$ cat config.mk
export PLATFORM = sky130hd
export DESIGN_NAME = stream_min_max
export DESIGN_NICKNAME = d
export VERILOG_FILES = /design/src/rtl/cmp_pkg.sv /design/src/rtl/mag_cmp.sv /design/src/rtl/stream_min_max.sv
export SDC_FILE = /design/constraint.sdc
export NUM_CORES = 1
export LEC_CHECK = 0
export CORE_AREA = 2 2 97 170
export DETAILED_ROUTE_END_ITERATION = 8
export DIE_AREA = 0 0 99 172
export PLACE_DENSITY = 0.76
export RECOVER_POWER = 50
export SYNTH_ARGS = -nofsm -noshare
export SYNTH_HDL_FRONTEND = slang
export SYNTH_SLANG_ARGS = --single-unit
$ cat constraint.sdc
create_clock -name clk -period 4.8 [get_ports clk]
set_input_delay 0.72 -clock clk [delete_from_list [all_inputs] [get_ports clk]]
set_output_delay 0.72 -clock clk [all_outputs]
set_load 0.005 [all_outputs]
$ cat src/rtl/cmp_pkg.sv
// Shared definitions for the framed min/max tracker: default widths,
// result-FSM encoding and the saturation limit for the default counter width.
package cmp_pkg;

    localparam int WIDTH_DEF = 32;
    localparam int CNT_W_DEF = 16;

    // 2'd3 is unused and recovers to FIRST
    typedef enum logic [1:0] {
        FIRST = 2'd0,
        RUN   = 2'd1,
        DONE  = 2'd2
    } state_t;

    localparam int unsigned CNT_MAX = (2 ** CNT_W_DEF) - 1;

endpackage

$ cat src/rtl/mag_cmp.sv
// Unsigned WIDTH-bit magnitude comparator; exactly one of lt/eq/gt is high.
module mag_cmp #(
    parameter int WIDTH = 32
) (
    input  logic [WIDTH-1:0] a_i,
    input  logic [WIDTH-1:0] b_i,
    output logic             lt_o,
    output logic             eq_o,
    output logic             gt_o
);

    assign lt_o = (a_i < b_i);
    assign eq_o = (a_i == b_i);
    assign gt_o = ~(lt_o | eq_o);

endmodule

$ cat src/rtl/stream_min_max.sv
// Tracks running min/max (first-occurrence indices) and sample count per frame,
// presenting the result over a valid/ready handshake once the last beat lands.
module stream_min_max
    import cmp_pkg::*;
#(
    parameter int WIDTH = WIDTH_DEF,
    parameter int CNT_W = CNT_W_DEF
) (
    input  logic             clk,
    input  logic             rst,
    input  logic [WIDTH-1:0] in_data,
    input  logic             in_valid,
    input  logic             in_last,
    output logic             in_ready,
    output logic [WIDTH-1:0] out_min,
    output logic [WIDTH-1:0] out_max,
    output logic [CNT_W-1:0] out_min_idx,
    output logic [CNT_W-1:0] out_max_idx,
    output logic [CNT_W-1:0] out_count,
    output logic             out_sat,
    output logic             out_valid,
    input  logic             out_ready
);

    localparam logic [CNT_W-1:0] CNT_LIM = '1;

    state_t             state_q, state_d;
    logic [WIDTH-1:0]   min_q, min_d;
    logic [WIDTH-1:0]   max_q, max_d;
    logic [CNT_W-1:0]   min_idx_q, min_idx_d;
    logic [CNT_W-1:0]   max_idx_q, max_idx_d;
    logic [CNT_W-1:0]   count_q, count_d;
    logic               sat_q, sat_d;

    logic lt_min, eq_min, gt_min;
    logic lt_max, eq_max, gt_max;
    logic cmp_unused;
    logic beat;

    mag_cmp #(.WIDTH(WIDTH)) u_cmp_min (
        .a_i  (in_data),
        .b_i  (min_q),
        .lt_o (lt_min),
        .eq_o (eq_min),
        .gt_o (gt_min)
    );

    mag_cmp #(.WIDTH(WIDTH)) u_cmp_max (
        .a_i  (in_data),
        .b_i  (max_q),
        .lt_o (lt_max),
        .eq_o (eq_max),
        .gt_o (gt_max)
    );

    // Only strict lt against min and strict gt against max drive updates
    assign cmp_unused = &{1'b0, eq_min, gt_min, lt_max, eq_max};

    assign in_ready  = (state_q == FIRST) || (state_q == RUN);
    assign out_valid = (state_q == DONE);
    assign beat      = in_valid && in_ready;

    assign out_min     = min_q;
    assign out_max     = max_q;
    assign out_min_idx = min_idx_q;
    assign out_max_idx = max_idx_q;
    assign out_count   = count_q;
    assign out_sat     = sat_q;

    always_comb begin
        state_d   = state_q;
        min_d     = min_q;
        max_d     = max_q;
        min_idx_d = min_idx_q;
        max_idx_d = max_idx_q;
        count_d   = count_q;
        sat_d     = sat_q;
        case (state_q)
            FIRST: begin
                if (beat) begin
                    min_d     = in_data;
                    max_d     = in_data;
                    min_idx_d = '0;
                    max_idx_d = '0;
                    count_d   = CNT_W'(1);
                    sat_d     = 1'b0;
                    state_d   = in_last ? DONE : RUN;
                end
            end
            RUN: begin
                if (beat) begin
                    // count_q never exceeds CNT_LIM, so it doubles as the clamped position
                    if (lt_min) begin
                        min_d     = in_data;
                        min_idx_d = count_q;
                    end
                    if (gt_max) begin
                        max_d     = in_data;
                        max_idx_d = count_q;
                    end
                    if (count_q == CNT_LIM) begin
                        sat_d = 1'b1;
                    end else begin
                        count_d = count_q + CNT_W'(1);
                    end
                    if (in_last) begin
                        state_d = DONE;
                    end
                end
            end
            DONE: begin
                if (out_ready) begin
                    state_d = FIRST;
                    sat_d   = 1'b0;
                end
            end
            default: state_d = FIRST;
        endcase
    end

    always_ff @(posedge clk) begin
        if (rst) begin
            state_q   <= FIRST;
            min_q     <= '0;
            max_q     <= '0;
            min_idx_q <= '0;
            max_idx_q <= '0;
            count_q   <= '0;
            sat_q     <= 1'b0;
        end else begin
            state_q   <= state_d;
            min_q     <= min_d;
            max_q     <= max_d;
            min_idx_q <= min_idx_d;
            max_idx_q <= max_idx_d;
            count_q   <= count_d;
            sat_q     <= sat_d;
        end
    end

endmodule

==> flow_summary.ini <==
[outcome]
status = finished, violations left
violations = capacitance limit, slew limit

[worst_setup_path]
critPathMaxFanout = 30
endpoint_kind = register
critPathKind = in -> reg
critPathLaunchType = input port
required_ns = 5.12
worstPathArrival_ns = 3.61

[layout]
layout-drive-gt1-share = 0.0548
final_util = 0.553
final_nets = 946
stdcell_count = 1047
insertedDiodeCount = 0
area_growth_pct = 33.7
final_area_um2 = 8650
fill_cells = 1389

[synth]
ys_seq_area_frac = 0.356
syn-instance-count = 702
synth.avg_cell_area_um2 = 9.21
synth_edf_count = 0
synth-async-reset-ratio = 0
synthFlopType = dfxtp_1
synth-seq-cells = 115
yosysTopAreaCell = dfxtp_1
synth_top_cell_area_share = 0.356
syn_area_um2 = 6470
synthTopCellsByArea = dfxtp_1, mux2i_1, nand2b_1, ha_1, inv_1
syn_nets = 803
yosys_warnings = 0
synth_cell_type_count = 48

[timing]
period_share = 0.686
rsz0062_at_grt = no
worst_pin_slew_ns = 1.90
hold_viol = 0
final.setup_skew_ns = 0.0125
fmax_mhz = 304
fin_hold_ws_ns = 0.475
finalCriticalPeriod_ns = 3.29
maxSlewViolCount = 135
setup_viol = 0
slew_headroom = -0.269
final.setup.tns_ns = 0

[global_routing]
grt.total_usage = 0.199
grt_use_met1 = 0.192
antenna_found_initial = 0
grt_pass1_wl_mm = 26.7
grtUsageMet2 = 0.399
grt_max_degree = 135
grt-busiest-layer = met2
grt_pass1_vias = 5366
use_met3 = 0.0388
grt.overflow.total = 0

[place]
dp_cells = 1015
io_buffers = 151
placedInstanceArea_um2 = 8070
place_congestion = 0.818
dp_hpwl_mm = 12.5

[floorplan]
dieArea_um2 = 17000
initial_utilization = 0.413
num_rows = 61
ios = 152
core_area_um2 = 15600
die_w_um = 99
die_y_um = 172

[cts]
cts_hold_buf = 0
clk_latency_ns = 0.40
post_cts_buffers = 0
htreeDepth = 4
clk_pin_slew_ns = 0.06
cts.sinks = 115
cts_tree = yes
cts_buffers = 17
cts_buffer_depth = 2
root_buffer = clkbuf_16
cts_resized = 0

[detailed_routing]
ant_nets = 0
drtIter0Drc = 176
routed_wl_mm = 16.7
viasPerCell = 5.08
num_vias = 5318
route.detailed.drc = 0
dr.pass1.iters = 4
post_drt_wl_per_cell_um = 15.9

[power]
p_leak_nw = 3.79
power_density_nw_per_um2 = 311
vdd_drop_max_uv = 273

[flow_run]
drv_cap = 1

[worst_hold_path]
hold_path.class = reg -> reg
==> synth_stat cells, types with 2 or more instances <==
master / instances
a2111oi_0: 2
a211o_1: 2
a211oi_1: 3
a21o_1: 3
a21oi_1: 29
a221o_1: 2
a221oi_2: 2
a31oi_1: 3
and4_1: 5
buf_2: 3
buf_4: 4
buf_6: 3
buf_8: 2
clkbuf_1: 21
dfxtp_1: 115
ha_1: 64
inv_1: 67
mux2i_1: 96
nand2_1: 41
nand2b_1: 129
nand3_1: 13
nand4_1: 13
nor2_1: 24
nor2b_1: 2
nor3_1: 2
nor4_2: 2
o211ai_1: 2
o21ai_0: 13
o21ai_1: 3
o21bai_1: 2
or3_1: 5
xnor2_1: 3
xor2_1: 7
==> placed cells by master (no fill, tap or decap), types with 2 or more instances in the layout <==
cell type,instances
clkbuf_16,17
nand2_1,41
a211o_1,2
a2111oi_0,2
xnor2_1,3
mux2i_1,96
nor2b_1,2
clkdlybuf4s50_1,40
clkinvlp_4,4
a221oi_2,2
o21ai_0,13
inv_1,67
nand2b_1,129
o21bai_1,2
and4_1,5
a31oi_1,3
a211oi_1,3
dfxtp_1,115
o21ai_1,3
nor2_1,24
xor2_1,7
nor4_2,2
nand4_1,13
clkinv_4,4
nand3_1,13
or3_1,5
dlygate4sd3_1,110
a21oi_1,29
clkbuf_8,2
a21o_1,3
a221o_1,2
o211ai_1,2
nor3_1,2
buf_4,5
inv_6,3
ha_1,64
==> area by class of cell <==
cell class / count / area (um2) / area share
clock buffer: 19 / 453 / 0.0524
clock inverter: 13 / 126 / 0.0146
inverter: 67 / 251 / 0.0291
multi-input combinational: 487 / 3730 / 0.432
sequential: 115 / 2300 / 0.266
tap: 189 / 236 / 0.0273
timing repair buffer: 157 / 1550 / 0.179
==> registers in the layout, indices dropped and copies added, names as in the netlist <==
signal	count
out_max	32
out_min	32
out_count	16
out_max_idx	16
out_min_idx	16
state_q	2
out_sat	1
==> final timing paths <==
path                                      start         endpoint  slack [ns]  cells after the start
worst max register to register      out_max[14]       out_max[1]        1.94                      9
worst min register to register  out_min_idx[11]  out_min_idx[11]        0.48                      2
worst max-delay path                in_data[14]       out_max[1]        1.51                      9
worst min-delay path            out_min_idx[11]  out_min_idx[11]        0.48                      2
==> critical path, cell delays in order <==
cell and delay [ns]:
clkdlybuf4s50_1 0.47, ha_1 0.35, nand4_1 0.22, nor4_2 0.57, a41oi_1 0.19, o31a_1 0.17
a31oi_4 0.15, buf_4 0.49, mux2i_1 0.26
==> logic make-up (layout without fill, tap and decap cells) <==
kind of cell | Yosys count | count (layout) | synth area share
muxes | 96 | 96 | 0.149
and+or+nand+nor | 244 | 244 | 0.217
xor gates and xnor gates | 10 | 10 | 0.0135
adders and majority gates | 64 | 64 | 0.124
AOI/OAI and AO/OA | 73 | 73 | 0.0735
DFF | 115 | 115 | 0.356
buffers and inverters | 100 | 256 | 0.0679
==> through the flow <==
step | total power (W) | setup slack, ns
finish | 0.00269 | 1.51
global route | 0.00282 | 1.32
CTS | 0.00274 | 1.49
detailed placement | 0.00151 | 1.09
global placement | 0.00150 | 1.13
floorplan | 0.00132 | 2.21
==> metal layers <==
metal / up-vias / routed length (um) / part of all wire
met5: - / 0 / 0
met4: 0 / 457 / 0.027
met3: 26 / 571 / 0.034
met2: 113 / 9630 / 0.58
met1: 2502 / 6020 / 0.36
li1: 2677 / - / -
==> power by group <==
group	internal [W]	total, W	leakage (nW)	switching (W)
registers	0.000999	0.00104	0.938	0.0000400
logic	0.000222	0.000433	2.58	0.000212
clock network	0.000746	0.00122	0.273	0.000469
Note: power is estimated with default switching activity, not from simulation.
==> RTL edit 1: new RTL, same flow settings <==
Change the package constant `WIDTH_DEF` from 32 to 16.
--- a/src/rtl/cmp_pkg.sv
+++ b/src/rtl/cmp_pkg.sv
@@ -3,5 +3,5 @@
 package cmp_pkg;
 
-    localparam int WIDTH_DEF = 32;
+    localparam int WIDTH_DEF = 16;
     localparam int CNT_W_DEF = 16;
 
Ports: changed (resized in_data, out_max and out_min); port bits go from 152 to 104. No check against the original RTL was run, so the function may have changed too.
==> RTL edit 1 against the original RTL <==
Count of clock-buffer cells in the layout decreased by 10; setup slack improved by 0.067 ns; highest routed layer unchanged; critical path depth unchanged; total power decreased by 38%; largest power group is now sequential cells; synthesized area decreased by 34%; sequential cell count decreased by 32; utilization decreased by 19 points; hold slack got worse by 0.026 ns; routed wire length decreased by 32%; final area decreased by 34%; maximum frequency increased by 2.1%.
==> RTL edit 1: results (changes against the original RTL) <==
| Metric | Value |
|---|---|
| Final GP Congestion | `0.818 (about the same)` |
| NetSw | `0.469 mW (was 0.721 mW)` |
| Proportion of synthesized area in mux cells | `11.7% (was 14.9%)` |
| Slowest cell on the critical path | `sky130_fd_sc_hd__clkdlybuf4s50_1 (was sky130_fd_sc_hd__nor4_2)` |
| Hold path endpoint | `out_min_idx[3] (was out_min_idx[11])` |
| Synth Area in Adders | `9.35% (was 12.4%)` |
| H-tree levels | `3 (was 4)` |
| Total Routing Usage GR | `13.5% (was 19.9%)` |
| Number of buffers inserted during clock tree synthesis | `9 (was 17)` |
| Ranking of synthesized cells by instance count | `sky130_fd_sc_hd__dfxtp_1 (83), sky130_fd_sc_hd__mux2i_1 (50), sky130_fd_sc_hd__nand2_1 (48), sky130_fd_sc_hd__nand2b_1 (48), sky130_fd_sc_hd__nor2_1 (39) (was sky130_fd_sc_hd__nand2b_1 (129), sky130_fd_sc_hd__dfxtp_1 (115), sky130_fd_sc_hd__mux2i_1 (96))` |
| Sequential cell area fraction in the yosys report | `38.8% (was 35.6%)` |
| Crit-path max FO | `40 (was 30)` |
| Compound-gate portion of the synthesized area | `9.73% (was 7.35%)` |
| Global-route wire length before repair | `18100 um (was 26700 um)` |
| Setup skew after layout | `0.0106 ns (was 0.0125 ns)` |
| Final routed wire length divided by cell count | `14.7 um (was 15.9 um)` |
| Result of the run | `completed (was finished with violations)` |
| Pin count of the biggest net entering global routing | `41 (was 135)` |
| 1st-pass router iterations | `5 (was 4)` |
| Max incr delay on CP | `0.49 ns (was 0.57 ns)` |
| Ranking of synthesized cells by area | `sky130_fd_sc_hd__dfxtp_1 (39%), sky130_fd_sc_hd__mux2i_1 (12%), sky130_fd_sc_hd__ha_1 (9.3%) (was sky130_fd_sc_hd__dfxtp_1 (36%), sky130_fd_sc_hd__mux2i_1 (15%), sky130_fd_sc_hd__nand2b_1 (12%))` |
| Max VDD drop | `0.151 mV (was 0.273 mV)` |
| PortBufs | `103 (was 151)` |
| Vias after detailed routing | `3691 (was 5318)` |
| Lkg Pwr | `2.38 nW (was 3.79 nW)` |
| Fraction of final layout cells with drive strength greater than 1 | `4.44% (was 5.48%)` |
| Flop2flop setup slack | `2.07 ns (was 1.94 ns)` |
| Estimated wirelength of the detail-placed design | `8700 um (was 12500 um)` |
| Filler instances | `1586 (was 1389)` |
==> RTL edit 1: how the worst max path moves through the flow <==
stage / start / to / cells after the start / slack, ns
after floorplan: in_data[7] / out_min_idx[10] / 8 / 2.35
after global placement: in_data[14] / out_max_idx[15] / 9 / 1.32
after detailed placement: in_data[14] / out_max[5] / 9 / 1.27
after CTS: in_data[14] / out_max[5] / 9 / 1.63
after global routing: in_data[13] / out_max[5] / 9 / 1.36
final: in_data[14] / out_max_idx[15] / 9 / 1.58
==> RTL edit 1: layout make-up <==
cell class / count / area [sq um] / area share, %
clock buffer: 9 / 225 / 3.93
clock inverter: 7 / 58.8 / 1.03
inverter: 35 / 131 / 2.29
multi-input combinational: 343 / 2350 / 41.0
sequential: 83 / 1660 / 29.0
tap: 189 / 236 / 4.13
timing repair buffer: 109 / 1060 / 18.6
==> RTL edit 1: kinds of logic after synthesis <==
kind of cell,Yosys count
simple gates,190
flops,83
compound gates,64
buf+inv,60
mux,50
fa+ha+maj,32
xor+xnor,7
==> RTL edit 1: power groups by stage <==
stage	Combinational, mW	Clock, mW	Sequential, mW
3_3_place_gp	0.270	0	0.754
3_5_place_dp	0.275	0	0.754
4_1_cts	0.277	0.687	0.738
2_1_floorplan	0.166	0	0.749
6_report	0.262	0.669	0.737
5_1_grt	0.294	0.716	0.741
==> RTL edit 1: worst min-delay path: stages (launching register included) <==
cell	delay (ns)
sky130_fd_sc_hd__dfxtp_1	0.31
sky130_fd_sc_hd__nand2_1	0.05
sky130_fd_sc_hd__mux2i_1	0.05
==> RTL edit 1: per-stage QoR <==
step / util [%] / setup slack, ns / instances
3_5_place_dp: 34.8 / 1.27 / 759
5_1_grt: 36.6 / 1.36 / 775
2_1_floorplan: - / 2.35 / 486
4_1_cts: 36.6 / 1.63 / 775
6_report: 36.6 / 1.58 / 775
3_3_place_gp: 34.8 / 1.32 / 759
==> RTL edit 1: layer usage <==
metal  wire, um  GRT usage [%]
met5          0              0
met4        185           5.18
met3        518           2.83
met2       6270           25.5
met1       4450           14.4
==> RTL edit 2: new RTL, config.mk and constraints unchanged <==
Without the edit above. Re-encode `state_t` (3 states) as one-hot, 3 bits wide.
--- a/src/rtl/cmp_pkg.sv
+++ b/src/rtl/cmp_pkg.sv
@@ -7,8 +7,8 @@
 
     // 2'd3 is unused and recovers to FIRST
-    typedef enum logic [1:0] {
-        FIRST = 2'd0,
-        RUN   = 2'd1,
-        DONE  = 2'd2
+    typedef enum logic [2:0] {
+        FIRST = 3'b001,
+        RUN   = 3'b010,
+        DONE  = 3'b100
     } state_t;
 
Behaviour: same outputs for any inputs over 4 cycles, from zero or initial values and one cycle with rst high; so few cycles prove little.
==> RTL edit 2 against the original RTL <==
Synthesized area grew 2.2%; setup slack gained 0.18 ns; non-clock buffer count is the same; synthesized cell count grew 1.0%; routed wire length grew 4.0%; total power grew 8.4%; final area grew 2.4%; sequential cell count grew 1; highest routed layer unchanged.
==> RTL edit 2: results (changes against the original RTL) <==
| Metric | Value |
|---|---|
| Synth cell types | `50 (was 48)` |
| Global-route track usage on met1 | `20.2% (was 19.2%)` |
| Result of the run | `completed (was finished with violations)` |
| Estimated wirelength of the detail-placed design | `12800 um (was 12500 um)` |
| Global-route met2 utilization | `40.0% (was 39.9%)` |
| Global-route wire length before repair | `27600 um (was 26700 um)` |
| Slowest cell on the critical path | `sky130_fd_sc_hd__nor4_1 (was sky130_fd_sc_hd__nor4_2)` |
| Initial detailed-routing violation count | `203 (was 176)` |
| Max incr delay on CP | `0.52 ns (was 0.57 ns)` |
| Fin nets | `956 (was 946)` |
| Final routed wire length divided by cell count | `16.4 um (was 15.9 um)` |
| Fraction of final layout cells with drive strength greater than 1 | `5.65% (was 5.48%)` |
| Setup skew after layout | `0.0106 ns (was 0.0125 ns)` |
| Lkg Pwr | `3.80 nW (was 3.79 nW)` |
| Filler instances | `1355 (was 1389)` |
| Tightest slew margin relative to the limit | `25.2% (was -26.9%)` |
| Initial antenna violation count | `1 (was 0)` |
| Number of nets in the synthesized netlist | `810 (was 803)` |
| Met3 global-route usage | `4.61% (was 3.88%)` |
| Data arrival, critical path | `3.44 ns (was 3.61 ns)` |
| PortBufs | `151 (unchanged)` |
| Max VDD drop | `0.228 mV (was 0.273 mV)` |
| Sequential cell area fraction in the yosys report | `35.1% (was 35.6%)` |
| Ranking of synthesized cells by area | `sky130_fd_sc_hd__dfxtp_1 (35%), sky130_fd_sc_hd__mux2i_1 (15%), sky130_fd_sc_hd__nand2b_1 (13%) (was sky130_fd_sc_hd__dfxtp_1 (36%), sky130_fd_sc_hd__mux2i_1 (15%), sky130_fd_sc_hd__nand2b_1 (12%))` |
| Final GP Congestion | `0.807 (was 0.818)` |
| Via count of the first global-routing pass | `5602 (was 5366)` |
| Skew-Pair Late Insertion Delay | `about 0.41 ns` |
| Vias after detailed routing | `5464 (was 5318)` |
-- RTL edit 2: final cells by class --
type	count	share of cell area [%]
clock inverter	13	2.22
timing repair buffer	157	17.5
antenna	1	0.0282
tap	189	2.67
sequential	116	26.2
multi-input combinational	498	43.5
inverter	65	2.75
clock buffer	19	5.11
-- RTL edit 2: metrics by stage --
step                instances  setup slack, ns  power, mW  instance area (sq um)
finish                   1058             1.69       2.91                   8860
detailed placement       1025             1.29       1.57                   8220
floorplan                 709             2.24       1.36                   6610
global route             1058             1.55       3.03                   8860
CTS                      1057             1.71       2.96                   8870
global placement         1025             1.37       1.56                   8220
-- RTL edit 2: kinds of logic (layout without fill, tap and decap cells) --
kind of cell	after synthesis	after routing	synth area share [%]
AO/OA/AOI/OAI	70	70	7.15
AND/OR/NAND/NOR	255	255	22.9
adder cells (fa/ha/maj)	64	64	12.1
flip-flops	116	116	35.1
XOR/XNOR	13	13	1.72
buffers and inverters	95	254	6.45
multiplexers	96	96	14.5
other	0	1	0
-- RTL edit 2: metal layers --
metal	wire (um)	vias up
met5	0	-
met4	579	0
met3	688	37
met2	9790	130
met1	6290	2581
li1	-	2716
-- RTL edit 2: critical path, delay by kind of cell --
kind                       cells  cell delay (ns)
muxes                          1             0.25
and+or+nand+nor                2             0.71
AOI/OAI and AO/OA              2             0.43
buffers and inverters          2             0.95
adders and majority gates      1             0.36
-- RTL edit 2: path summary, 6_finish.rpt --
| path | slack, ns | cells past startpoint | to | from |
|---|---|---|---|---|
| hold / removal | 0.47 | 2 | out_min_idx[7] | out_min_idx[7] |
| setup / recovery | 1.69 | 8 | out_max[17] | in_data[29] |
| setup reg to reg | 2.07 | 8 | out_max[17] | out_max[30] |
| hold reg to reg | 0.47 | 2 | out_min_idx[7] | out_min_idx[7] |
-- RTL edit 2: power breakdown --
group / internal (mW) / total, mW / switching, mW
registers: 1.01 / 1.06 / 0.0465
clock network: 0.905 / 1.39 / 0.482
logic: 0.240 / 0.470 / 0.230
total: 2.15 / 2.91 / 0.759
